[config.mk]
export PLATFORM = sky130hd
export DESIGN_NAME = uart_send_ctrl
export DESIGN_NICKNAME = d
export VERILOG_FILES = /design/src/rtl/uart_send_ctrl_pkg.sv /design/src/rtl/uart_send_ctrl.sv
export SDC_FILE = /design/constraint.sdc
export NUM_CORES = 1
export LEC_CHECK = 0
export CAP_MARGIN = 10
export CORE_MARGIN = 2
export CORE_UTILIZATION = 55
export DETAILED_ROUTE_END_ITERATION = 8
export PLACE_DENSITY = 0.82
export SLEW_MARGIN = 40
export SYNTH_ARGS = -nofsm -noshare
export SYNTH_HDL_FRONTEND = slang
export SYNTH_SLANG_ARGS = --single-unit
[constraint.sdc]
create_clock -name clk -period 4.5 [get_ports clk]
set_clock_uncertainty 0.2 [all_clocks]
set_input_delay 0.9 -clock clk [delete_from_list [all_inputs] [get_ports clk]]
set_output_delay 0.9 -clock clk [all_outputs]
set_load 0.005 [all_outputs]
[src/rtl/uart_send_ctrl_pkg.sv]
// Shared definitions for the UART frame controllers: FSM state encodings,
// byte width and the default buffer address width.
package uart_send_ctrl_pkg;

  localparam int BYTE_W         = 8;
  localparam int ADDR_W_DEFAULT = 16;

  typedef enum logic [2:0] {
    ST_IDLE    = 3'd0,
    ST_FETCH   = 3'd1,
    ST_CAPTURE = 3'd2,
    ST_SEND    = 3'd3,
    ST_DONE    = 3'd4
  } send_state_e;

endpackage

[src/rtl/uart_send_ctrl.sv]
// Replays a buffered UART frame: fetches each byte from the buffer and hands it
// to the byte transmitter with a start/done handshake; all outputs registered.
module uart_send_ctrl
  import uart_send_ctrl_pkg::*;
#(
  parameter int ADDR_W = ADDR_W_DEFAULT
) (
  input  logic              clk,
  input  logic              reset_p,
  input  logic              tx_en,
  input  logic [ADDR_W-1:0] data_length,
  output logic              rd_en,
  output logic [ADDR_W-1:0] rd_addr,
  input  logic [BYTE_W-1:0] rd_data,
  output logic              tx_start,
  output logic [BYTE_W-1:0] tx_data,
  input  logic              tx_done,
  output logic              busy,
  output logic              send_done
);

  send_state_e       state_q, state_d;
  logic [ADDR_W-1:0] idx_q, idx_d;
  logic [ADDR_W-1:0] len_q, len_d;
  logic              pend_q, pend_d;
  logic [ADDR_W-1:0] pend_len_q, pend_len_d;
  logic              zhold_q, zhold_d;

  logic              rd_en_q, rd_en_d;
  logic [ADDR_W-1:0] rd_addr_q, rd_addr_d;
  logic              tx_start_q, tx_start_d;
  logic [BYTE_W-1:0] tx_data_q, tx_data_d;
  logic              busy_q, busy_d;
  logic              send_done_q, send_done_d;

  logic [ADDR_W-1:0] start_len;
  logic              last_byte;

  assign last_byte = (idx_q == (len_q - 1'b1));

  always_comb begin
    state_d     = state_q;
    idx_d       = idx_q;
    len_d       = len_q;
    pend_d      = pend_q;
    pend_len_d  = pend_len_q;
    zhold_d     = zhold_q;
    rd_en_d     = 1'b0;
    rd_addr_d   = rd_addr_q;
    tx_start_d  = 1'b0;
    tx_data_d   = tx_data_q;
    send_done_d = 1'b0;
    start_len   = tx_en ? data_length : pend_len_q;

    // Requests arriving mid-frame are parked; the latest one overwrites.
    if (tx_en && (state_q != ST_IDLE)) begin
      pend_d     = 1'b1;
      pend_len_d = data_length;
    end

    case (state_q)
      ST_IDLE: begin
        if (tx_en || pend_q) begin
          pend_d = 1'b0;
          if (start_len == '0) begin
            state_d = ST_DONE;
            zhold_d = 1'b1;
          end else begin
            len_d     = start_len;
            idx_d     = '0;
            rd_en_d   = 1'b1;
            rd_addr_d = '0;
            state_d   = ST_FETCH;
          end
        end
      end
      ST_FETCH: begin
        state_d = ST_CAPTURE;
      end
      ST_CAPTURE: begin
        tx_data_d  = rd_data;
        tx_start_d = 1'b1;
        state_d    = ST_SEND;
      end
      ST_SEND: begin
        if (tx_done) begin
          if (last_byte) begin
            send_done_d = 1'b1;
            state_d     = ST_DONE;
          end else begin
            idx_d     = idx_q + 1'b1;
            rd_en_d   = 1'b1;
            rd_addr_d = idx_q + 1'b1;
            state_d   = ST_FETCH;
          end
        end
      end
      ST_DONE: begin
        // An empty frame lingers one extra cycle so its completion lands two
        // cycles after the request, matching the receive side's timing.
        if (zhold_q) begin
          zhold_d     = 1'b0;
          send_done_d = 1'b1;
        end else begin
          state_d = ST_IDLE;
        end
      end
      default: begin
        state_d = ST_IDLE;
      end
    endcase

    busy_d = (state_d != ST_IDLE);
  end

  always_ff @(posedge clk) begin
    if (reset_p) begin
      state_q     <= ST_IDLE;
      idx_q       <= '0;
      len_q       <= '0;
      pend_q      <= 1'b0;
      pend_len_q  <= '0;
      zhold_q     <= 1'b0;
      rd_en_q     <= 1'b0;
      rd_addr_q   <= '0;
      tx_start_q  <= 1'b0;
      tx_data_q   <= '0;
      busy_q      <= 1'b0;
      send_done_q <= 1'b0;
    end else begin
      state_q     <= state_d;
      idx_q       <= idx_d;
      len_q       <= len_d;
      pend_q      <= pend_d;
      pend_len_q  <= pend_len_d;
      zhold_q     <= zhold_d;
      rd_en_q     <= rd_en_d;
      rd_addr_q   <= rd_addr_d;
      tx_start_q  <= tx_start_d;
      tx_data_q   <= tx_data_d;
      busy_q      <= busy_d;
      send_done_q <= send_done_d;
    end
  end

  assign rd_en     = rd_en_q;
  assign rd_addr   = rd_addr_q;
  assign tx_start  = tx_start_q;
  assign tx_data   = tx_data_q;
  assign busy      = busy_q;
  assign send_done = send_done_q;

endmodule
Word level (Yosys, flattened, before mapping)
Cells that the tools add are included.
{"block": "totals", "register_bits": 65, "in_bits": 28, "out_inout_bits": 28}
{"block": "classes", "add_sub_neg": 2, "eq_ne": 10, "n_mux": 28, "bitwise": 1, "reduce_logical": 11}
{"cell": "$mux 16", "n": 5}
{"cell": "$pmux 16 s2", "n": 1}
{"cell": "$add 16x1->16 const B", "n": 1}
{"cell": "$eq 16x16->1", "n": 1}
{"cell": "$logic_not 16->1", "n": 1}
{"cell": "$sub 16x1->16 const B", "n": 1}
{"cell": "$mux 3", "n": 5}
{"cell": "$pmux 3 s5", "n": 1}
{"cell": "$mux 1", "n": 13}
{"cell": "$ne 2x2->1 const B", "n": 5}
{"cell": "$eq 3x2->1 const B", "n": 2}
{"cell": "$pmux 1 s2", "n": 3}
{"cell": "$reduce_and 3->1", "n": 2}
{"cell": "$reduce_bool 3->1", "n": 2}
{"cell": "$reduce_and 5->1", "n": 1}
{"cell": "$reduce_bool 2->1", "n": 2}
{"cell": "$eq 3x1->1 const B", "n": 1}
{"cell": "$eq 3x3->1 const B", "n": 1}
{"cell": "$logic_not 3->1", "n": 1}
{"cell": "$logic_and 1x1->1", "n": 1}
{"cell": "$logic_or 1x1->1", "n": 1}
{"cell": "$not 1->1", "n": 1}

Depth between registers and ports, before layout
Gate-level depths: netlist of the first run.
{"block": "logic_depth", "word_depth": 6, "ltp_mapped": 13}

Worst setup path before layout of the first run
OpenSTA, ideal clock, no wires.
{"block": "synth_path", "path_kind": "register -> register", "start": "reg len_q[3]", "end": "reg rd_addr_q[1] (netlist: rd_addr[1])", "arrival_time_ns": 2.623, "required_time_ns": 4.172, "path_slack_ns": 1.549, "stages_incl_launch_ff": 13, "n_path_buf": 4, "period_less_slack_ns": 2.951, "cell_sequence": "dfxtp_1 > buf_6 > or4_4 > buf_6 > nor3_4 > mux2_1 > a31oi_1 > o2111ai_2 > o21ai_2 > buf_4 > buf_6 > mux2i_1 > nor2_1"}
{"block": "synth_via", "elab_chain_len": 4}
{"element": "start, declared", "line_no": "uart_send_ctrl.sv:24", "rtl": "logic [ADDR_W-1:0] len_q, len_d;"}
{"element": "start signal, assigned", "line_no": "uart_send_ctrl.sv:133", "rtl": "len_q <= len_d;"}
{"element": "$sub 16x1->16", "line_no": "uart_send_ctrl.sv:39", "rtl": "assign last_byte = (idx_q == (len_q - 1'b1));"}
{"element": "$eq 16x16->1", "line_no": "uart_send_ctrl.sv:39"}
{"element": "$ne 2x2->1 (no line)"}
{"element": "$reduce_and 5->1 (no line)"}
{"element": "end signal, assigned", "line_no": "uart_send_ctrl.sv:138", "rtl": "rd_addr_q <= rd_addr_d;"}
{"element": "end, declared", "line_no": "uart_send_ctrl.sv:30", "rtl": "logic [ADDR_W-1:0] rd_addr_q, rd_addr_d;"}
Every way passes these cells.
A chain may end at the register's enable or synchronous reset.

Worst setup path in the final report of the first run
{"block": "layout_path", "start": "reg len_q[3]", "end": "reg busy_q (netlist: busy)"}
{"block": "layout_via", "elab_chain_len": 6}
{"element": "$sub 16x1->16", "line_no": "uart_send_ctrl.sv:39"}
{"element": "$eq 16x16->1", "line_no": "uart_send_ctrl.sv:39"}
{"element": "$mux 3", "line_no": "uart_send_ctrl.sv:87", "rtl": "if (last_byte) begin"}
{"element": "$mux 3", "line_no": "uart_send_ctrl.sv:86", "rtl": "if (tx_done) begin"}
{"element": "$pmux 3 s5", "line_no": "uart_send_ctrl.sv:61", "rtl": "case (state_q)"}
{"element": "$reduce_bool 3->1", "line_no": "uart_send_ctrl.sv:113", "rtl": "busy_d = (state_d != ST_IDLE);"}
{"element": "end signal, assigned", "line_no": "uart_send_ctrl.sv:141", "rtl": "busy_q <= busy_d;"}
{"element": "end, declared", "line_no": "uart_send_ctrl.sv:33", "rtl": "logic busy_q, busy_d;"}
Every way passes these cells.

==> results of run 1 <==
==> through the flow <==
stage,cells,hold WS (ps),cell area (µm²),setup WS [ps]
3_5_place_dp,527,266,4020,1010
4_1_cts,543,275,4200,1290
2_1_floorplan,420,248,3470,1550
5_1_grt,543,294,4200,1050
3_3_place_gp,527,258,4020,1020
6_report,543,277,4200,1250
==> state kept, by name, indices dropped and copies added, names as in the netlist <==
register	cells
send_done	1
tx_start	1
pend_q	1
tx_data	8
pend_len_q	16
zhold_q	1
state_q	3
rd_addr	16
busy	1
rd_en	1
len_q	16
==> power groups by stage <==
stage | logic, mW | clock network (mW) | registers (mW)
global placement | 0.689 | 0 | 0.766
detailed placement | 0.709 | 0 | 0.771
floorplan | 0.587 | 0 | 0.730
finish | 0.721 | 0.449 | 0.762
global route | 0.805 | 0.481 | 0.774
CTS | 0.719 | 0.454 | 0.758
==> area by class of cell <==
type                    instances  area (µm²)  share of cell area
clock buffers                  10         138              0.0328
multi-input cells             321        2020               0.481
clock inverters                 6        42.5              0.0101
repair buffers                 59         581               0.138
well taps                      75        93.8              0.0223
flip-flops and latches         65        1300               0.310
inverters                       7        26.3             0.00625
==> worst register-to-register path, delay by kind of cell (launching register included) <==
kind / cells / cell delay [ps]
and+or+nand+nor: 4 / 1630
AOI/OAI and AO/OA: 3 / 570
DFF: 1 / 400
muxes: 1 / 350
==> layout by cell type (no fill, tap or decap), types with 5 or more instances in the layout <==
cell type	count
xor2_1	6
and3_1	5
dfxtp_1	65
nand2_1	49
a21oi_1	31
or4_1	7
a211oi_1	18
nor2_1	43
o211ai_1	5
or3_1	11
nand3_1	13
xnor2_1	10
nor4_1	15
nor3_1	7
inv_1	7
clkbuf_8	10
mux2i_1	27
clkdlybuf4s50_1	55
o31ai_1	6
o21ai_0	10
==> kinds of logic after synthesis <==
logic type                 synth area share
and+or+nand+nor                       0.282
AOI/OAI and AO/OA                     0.158
DFF                                   0.375
buffers and inverters                0.0465
muxes                                0.0843
xor gates and xnor gates             0.0468
adders and majority gates           0.00720
==> how the worst min path moves through the flow <==
stage                                     start                           to  slack [ps]  depth (start not counted)
finish               pend_len_q[3]$_SDFFE_PP0P_   pend_len_q[3]$_SDFFE_PP0P_         280                          2
global route        pend_len_q[14]$_SDFFE_PP0P_  pend_len_q[14]$_SDFFE_PP0P_         290                          2
CTS                 pend_len_q[14]$_SDFFE_PP0P_  pend_len_q[14]$_SDFFE_PP0P_         280                          2
detailed placement  pend_len_q[14]$_SDFFE_PP0P_  pend_len_q[14]$_SDFFE_PP0P_         270                          2
global placement    pend_len_q[13]$_SDFFE_PP0P_  pend_len_q[13]$_SDFFE_PP0P_         260                          2
floorplan           pend_len_q[14]$_SDFFE_PP0P_  pend_len_q[14]$_SDFFE_PP0P_         250                          2
==> per-layer routing <==
metal | share of wire | up-vias
met5 | 0 | -
met4 | 0.019 | 0
met3 | 0.052 | 16
met2 | 0.48 | 101
met1 | 0.45 | 1527
li1 | - | 1618
==> metrics.md, run 1 <==
| Metric | Value |
|---|---|
| Power per cell area | `approximately 460 nW/µm²` |
| Setup Buffers After CTS | `0` |
| Initial DRC count | `between 200 and 250` |
| Worst R2R Path Depth | `8` |
| Launching point of the worst reg2reg path | `len_q[3]$_SDFFE_PP0P_` |
| Critical path depth | `8` |
| Vias post-DR | `~3300` |
| Capture point of the worst path | `busy$_SDFF_PP0_` |
| Top cells by area, synth | `dfxtp_1 (37%), mux2i_1 (7.8%), nand2_1 (5.3%)` |
| CTS Buf Count | `9` |
| Synth warn | `0` |
| Cells after Synth | `420` |
| First-pass GRT wire length | `about 14000 µm` |
| Filler instances | `between 400 and 500` |
| Outcome | `complete, no violations` |
| Net count after synthesis | `between 400 and 500` |
| Start point of the critical path | `len_q[3]$_SDFFE_PP0P_` |
| Max cap viols | `0` |
| Net Sw Frac | `0.382` |
| R2R Path End | `busy$_SDFF_PP0_` |
| Layout cells sized above 1 | `0.0748` |
| Mean Syn Cell Area | `8.27 µm²` |
| Drt total wl | `~8200 µm` |
| Crit path DAT | `between 3000 and 4000 ps` |
| DRC | `0` |
| Core area | `6030 µm²` |
| Met1 Usage GRT | `0.320` |
| Final Critical Period | `between 3000 and 4000 ps` |
| Switching pwr | `739 µW` |
| Clk pwr share | `0.232` |
| Final Wtd Congestion | `0.834` |
| CP required | `roughly 4500 ps` |
| Relative slew slack | `0.605` |
| Int Power | `1.19 mW` |
| CP top delay family | `simple AND/OR/NAND/NOR gates` |
| Maximum number of pins on one net before global-route repair | `about 50` |
| CP bufs+invs | `0` |
| Worst Tran Pin Value | `592 ps` |
| CP Launch Type | `flip-flop` |
| DIE AREA | `approximately 7000 µm²` |
| CTS resizes | `0` |
| Final Max Slew Viols | `0` |
| Hold-fix buffers, CTS | `0` |
| Number of global-route vias before repair | `2987` |
| Max Buffers Root-to-Sink | `2` |
| Post-synth top flop | `dfxtp_1` |
| #FFs+latches synth | `between 60 and 70` |
| Die H | `83.5 µm` |
| RSZ-0062 raised after global routing | `false` |
| I/O pin total | `56` |
| Wire length per cell | `15.1 µm` |
| Overall power | `about 1.9 mW` |
| Cell mode on critical path | `a31oi_1` |
| Num rows | `28` |
| Final hold vios | `0` |
| 1st-pass router iterations | `4` |
| H-tree Lvls | `3` |
| Port Buffers | `55` |
| Layout Nets | `493` |
| List of most frequent post-synthesis cells | `dfxtp_1 (65), nand2_1 (49), nor2_1 (44)` |
| Peak supply drop | `between 0.0003 and 0.0004 V` |
| Synth unique cells | `54` |
| Hpwl dp | `about 6000 µm` |
| Met3 Usage GRT | `0.0455` |
| Worst-path clk slew | `about 70 ps` |
| Worst-path fanout max | `9` |
| Reg power frac | `0.394` |
| Leak | `1.50 nW` |
| Area Overhead vs Synth | `20.9%` |
| Comb power frac | `0.373` |
| Initial antenna violation count | `0` |
| Critical Path Slowest Stage Cell | `or4_4` |
| GR Overflow Total | `0` |
| # setup viols final | `0` |
| # diodes | `0` |
| Post-synth EDFFs | `0` |
| Fin crit share | `0.723` |
| Fin util | `0.697` |
| CTS root buf | `clkbuf_8` |
| GR peak layer | `met2` |
| Starting Density | `0.577` |
| Cell breakdown of the critical path | `or4_4 > nor3_4 > mux2_1 > a31oi_1 > o211ai_1 > nor4_1 > a31oi_1 > or2_1` |
| Met2 usage | `0.400` |
| Post-synth top area share | `0.375` |
| Clk sinks | `65` |
| Worst reg-to-reg setup slack | `roughly 1200 ps` |
| Clock tree from TritonCTS | `yes` |
| Sequential fraction of the synthesis area | `0.375` |
| Synth Cell Area | `around 3500 µm²` |
| Total GRT Usage | `0.244` |
| Critical path capture point type | `flip-flop` |
| Yosys top cell by area | `dfxtp_1` |
| Critical path class | `flip-flop to flip-flop` |
| Slowest cell delay on critical path | `between 600 and 700 ps` |
| Most common cell in the netlist | `dfxtp_1` |
| HP Class | `flip-flop to flip-flop` |
| Achievable clock frequency | `307 MHz` |
| Clock latency on the worst-skew pair | `about 340 ps` |
| Fin Setup TNS | `0 ps` |
| Final ANT Viol Nets | `0` |
| Synth async-reset ratio | `0` |
| Die Width | `around 83 µm` |
| Vias per cell | `6.01` |
(Power assumes the default switching activity.)
==> inputs of run 2 (changes only) <==
--- a/config.mk
+++ b/config.mk
@@ -7,9 +7,9 @@
 export LEC_CHECK = 0
 export CAP_MARGIN = 10
 export CORE_MARGIN = 2
-export CORE_UTILIZATION = 55
+export CORE_UTILIZATION = 48
 export DETAILED_ROUTE_END_ITERATION = 8
-export PLACE_DENSITY = 0.82
+export PLACE_DENSITY = 0.76
 export SLEW_MARGIN = 40
 export SYNTH_ARGS = -nofsm -noshare
 export SYNTH_HDL_FRONTEND = slang
==> constraint.sdc (replaced) <==
create_clock -name clk -period 2.9 [get_ports clk]
set_clock_uncertainty 0.2 [all_clocks]
set_input_delay 0.58 -clock clk [delete_from_list [all_inputs] [get_ports clk]]
set_output_delay 0.58 -clock clk [all_outputs]
set_load 0.005 [all_outputs]
==> metrics.md, run 2 (synthesis gave the netlist of run 1 again) <==
| Metric | Value |
|---|---|
| Area Overhead vs Synth | `43.1% (was 20.9%)` |
| Final Max Slew Viols | `0 (unchanged)` |
| Fin crit share | `1.06 (was 0.723)` |
| CP required | `2940 ps (was 4530 ps)` |
| # setup viols final | `19 (was 0)` |
| Total GRT Usage | `0.233 (was 0.244)` |
| Fin util | `0.697 (about the same)` |
| Crit path DAT | `3130 ps (was 3290 ps)` |
| Slowest cell delay on critical path | `580 ps (was 640 ps)` |
| Final Critical Period | `3090 ps (was 3250 ps)` |
| DIE AREA | `7940 µm² (was 6970 µm²)` |
| Final ANT Viol Nets | `0 (unchanged)` |
| Worst-path fanout max | `5 (was 9)` |
| Drt total wl | `9510 µm (was 8220 µm)` |
| Die H | `89.1 µm (was 83.5 µm)` |
| Final worst slack | `-188 ps (was 1250 ps)` |
| Critical path class | `flip-flop to flip-flop (unchanged)` |
| Achievable clock frequency | `324 MHz (was 307 MHz)` |
| CP bufs+invs | `3 (was 0)` |
| Clock latency on the worst-skew pair | `350 ps (was 340 ps)` |
| I/O pin total | `56 (unchanged)` |
| Final Wtd Congestion | `0.846 (was 0.834)` |
| Worst Tran Pin Value | `839 ps (was 592 ps)` |
| Die Width | `89.1 µm (was 83.5 µm)` |
| Vias post-DR | `3554 (was 3262)` |
| Vias per cell | `5.70 (was 6.01)` |
| Max Buffers Root-to-Sink | `2 (unchanged)` |
| Cell mode on critical path | `buf_4 (was a31oi_1)` |
| H-tree Lvls | `3 (unchanged)` |
| Initial DRC count | `338 (was 216)` |
| CTS Buf Count | `9 (unchanged)` |
| Critical Path Slowest Stage Cell | `or4_4 (unchanged)` |
| # diodes | `0 (unchanged)` |
| Failing checks | `setup timing` |
| Clock tree from TritonCTS | `yes (unchanged)` |
| DRC | `0 (unchanged)` |
| RSZ-0062 raised after global routing | `true (was false)` |
| Starting Density | `0.487 (was 0.577)` |
| CTS root buf | `clkbuf_8 (unchanged)` |
| Layout cells sized above 1 | `0.217 (was 0.0748)` |
| Max cap viols | `0 (unchanged)` |
| Num rows | `31 (was 28)` |
| 1st-pass router iterations | `6 (was 4)` |
| Clk sinks | `65 (unchanged)` |
| Core area | `7140 µm² (was 6030 µm²)` |
| Peak supply drop | `0.000385 V (was 0.000343 V)` |
| Outcome | `finished with violations (was complete, no violations)` |
| GR Overflow Total | `0 (unchanged)` |
| Hold-fix buffers, CTS | `0 (unchanged)` |
| Layout Nets | `550 (was 493)` |
| Cell breakdown of the critical path | `or4_4 > buf_4 > nor3_4 > a32oi_1 > o211ai_1 > buf_4 > nand3b_1 > nor4_2 > buf_4 > a31oi_1 > or2_1 (was or4_4 > nor3_4 > mux2_1 > a31oi_1 > o211ai_1 > nor4_1 > a31oi_1 > or2_1)` |
| Commonest non-fill, non-tap cell in the layout | `dfxtp_1 (unchanged)` |
| CP top delay family | `simple AND/OR/NAND/NOR gates (unchanged)` |
| Place WS | `-145 ps (was 1010 ps)` |
| Leak | `1.88 nW (was 1.50 nW)` |
| Wire length per cell | `15.2 µm (was 15.1 µm)` |
| Maximum number of pins on one net before global-route repair | `38 (was 51)` |
| Power per cell area | `777 nW/µm² (was 460 nW/µm²)` |
| Port Buffers | `55 (unchanged)` |
| Relative slew slack | `0.438 (was 0.605)` |
| Most frequent cells in the layout | `dfxtp_1 (63), clkdlybuf4s50_1 (55), buf_4 (53) (was dfxtp_1 (65), clkdlybuf4s50_1 (55), nand2_1 (49))` |
| First-pass GRT wire length | `14500 µm (was 14100 µm)` |
| Initial antenna violation count | `0 (unchanged)` |
| HP Class | `flip-flop to flip-flop (unchanged)` |
| Worst-path clk slew | `80 ps (was 70 ps)` |
| Hpwl dp | `6430 µm (was 5970 µm)` |
| Number of global-route vias before repair | `3135 (was 2987)` |
| CP Launch Type | `flip-flop (unchanged)` |
| Final hold vios | `0 (unchanged)` |
| Critical path capture point type | `flip-flop (unchanged)` |
## run 2: cell types whose count changed in the layout (fill, tap and decap cells not counted), moves of 4 or more
cell and delta:
buf_4 +49, a21oi_2 +4, a21oi_1 -4, o21ai_0 -7, o21ai_1 +6, buf_6 +4, nor4_1 -5
## run 2: final timing paths
kind | startpoint | end | slack, ps | depth (start not counted)
min | pend_len_q[3]$_SDFFE_PP0P_ | pend_len_q[3]$_SDFFE_PP0P_ | 270 | 2
max reg2reg | len_q[7]$_SDFFE_PP0P_ | busy$_SDFF_PP0_ | -190 | 11
max | len_q[7]$_SDFFE_PP0P_ | busy$_SDFF_PP0_ | -190 | 11
min reg2reg | pend_len_q[3]$_SDFFE_PP0P_ | pend_len_q[3]$_SDFFE_PP0P_ | 270 | 2
## run 2: metrics by stage
step,setup TNS (ps),area (µm²),total power [mW],hold WS [ps],cells
detailed placement,-1170,4410,2.53,266,596
finish,-1480,4970,3.86,273,624
floorplan,-17.6,3480,2.05,248,420
global route,-3400,4970,4.06,296,624
CTS,-145,4760,3.62,275,613
global placement,-356,4410,2.48,259,596
## run 2: tightest hold or removal path, delay by kind of cell, from the launching register on
kind / cells / cell delay [ps]
flip-flops: 1 / 320
AND/OR/NAND/NOR: 1 / 50
AO/OA/AOI/OAI: 1 / 50
## run 2: repair_timing
item / CTS / global route
gates cloned: 0 / 2
endpoints found under the setup margin: 19 / 18
pin swaps: 4 / 16
resized for setup: 18 / 27
setup buffers: 1 / 9
## run 2: final cells by class
type                    count  area [µm²]
inverters                   7        26.3
clock buffers              11         141
repair buffers            116        1080
flip-flops and latches     65        1300
well taps                  99         124
clock inverters             5         103
multi-input cells         321        2190
fillers                   575        2170
## run 2: power breakdown
part | switching [mW] | leakage (nW) | internal (mW)
clock network | 0.349 | 0.120 | 0.593
logic | 0.945 | 1.23 | 0.861
registers | 0.0911 | 0.531 | 1.02
total | 1.39 | 1.88 | 2.48
## run 2: metal layers
metal | global-route usage | routed length (µm)
met5 | 0 | 0
met4 | 0.0896 | 226
met3 | 0.0425 | 607
met2 | 0.389 | 4570
met1 | 0.300 | 4100
==> inputs of run 3 (changes only) <==
--- a/config.mk
+++ b/config.mk
@@ -10,7 +10,7 @@
 export CORE_UTILIZATION = 48
 export DETAILED_ROUTE_END_ITERATION = 8
 export PLACE_DENSITY = 0.76
-export SLEW_MARGIN = 40
+export SLEW_MARGIN = 20
 export SYNTH_ARGS = -nofsm -noshare
 export SYNTH_HDL_FRONTEND = slang
 export SYNTH_SLANG_ARGS = --single-unit
==> results of run 3 <==
No change in the layout: final DEF, timing and power equal those of run 2.
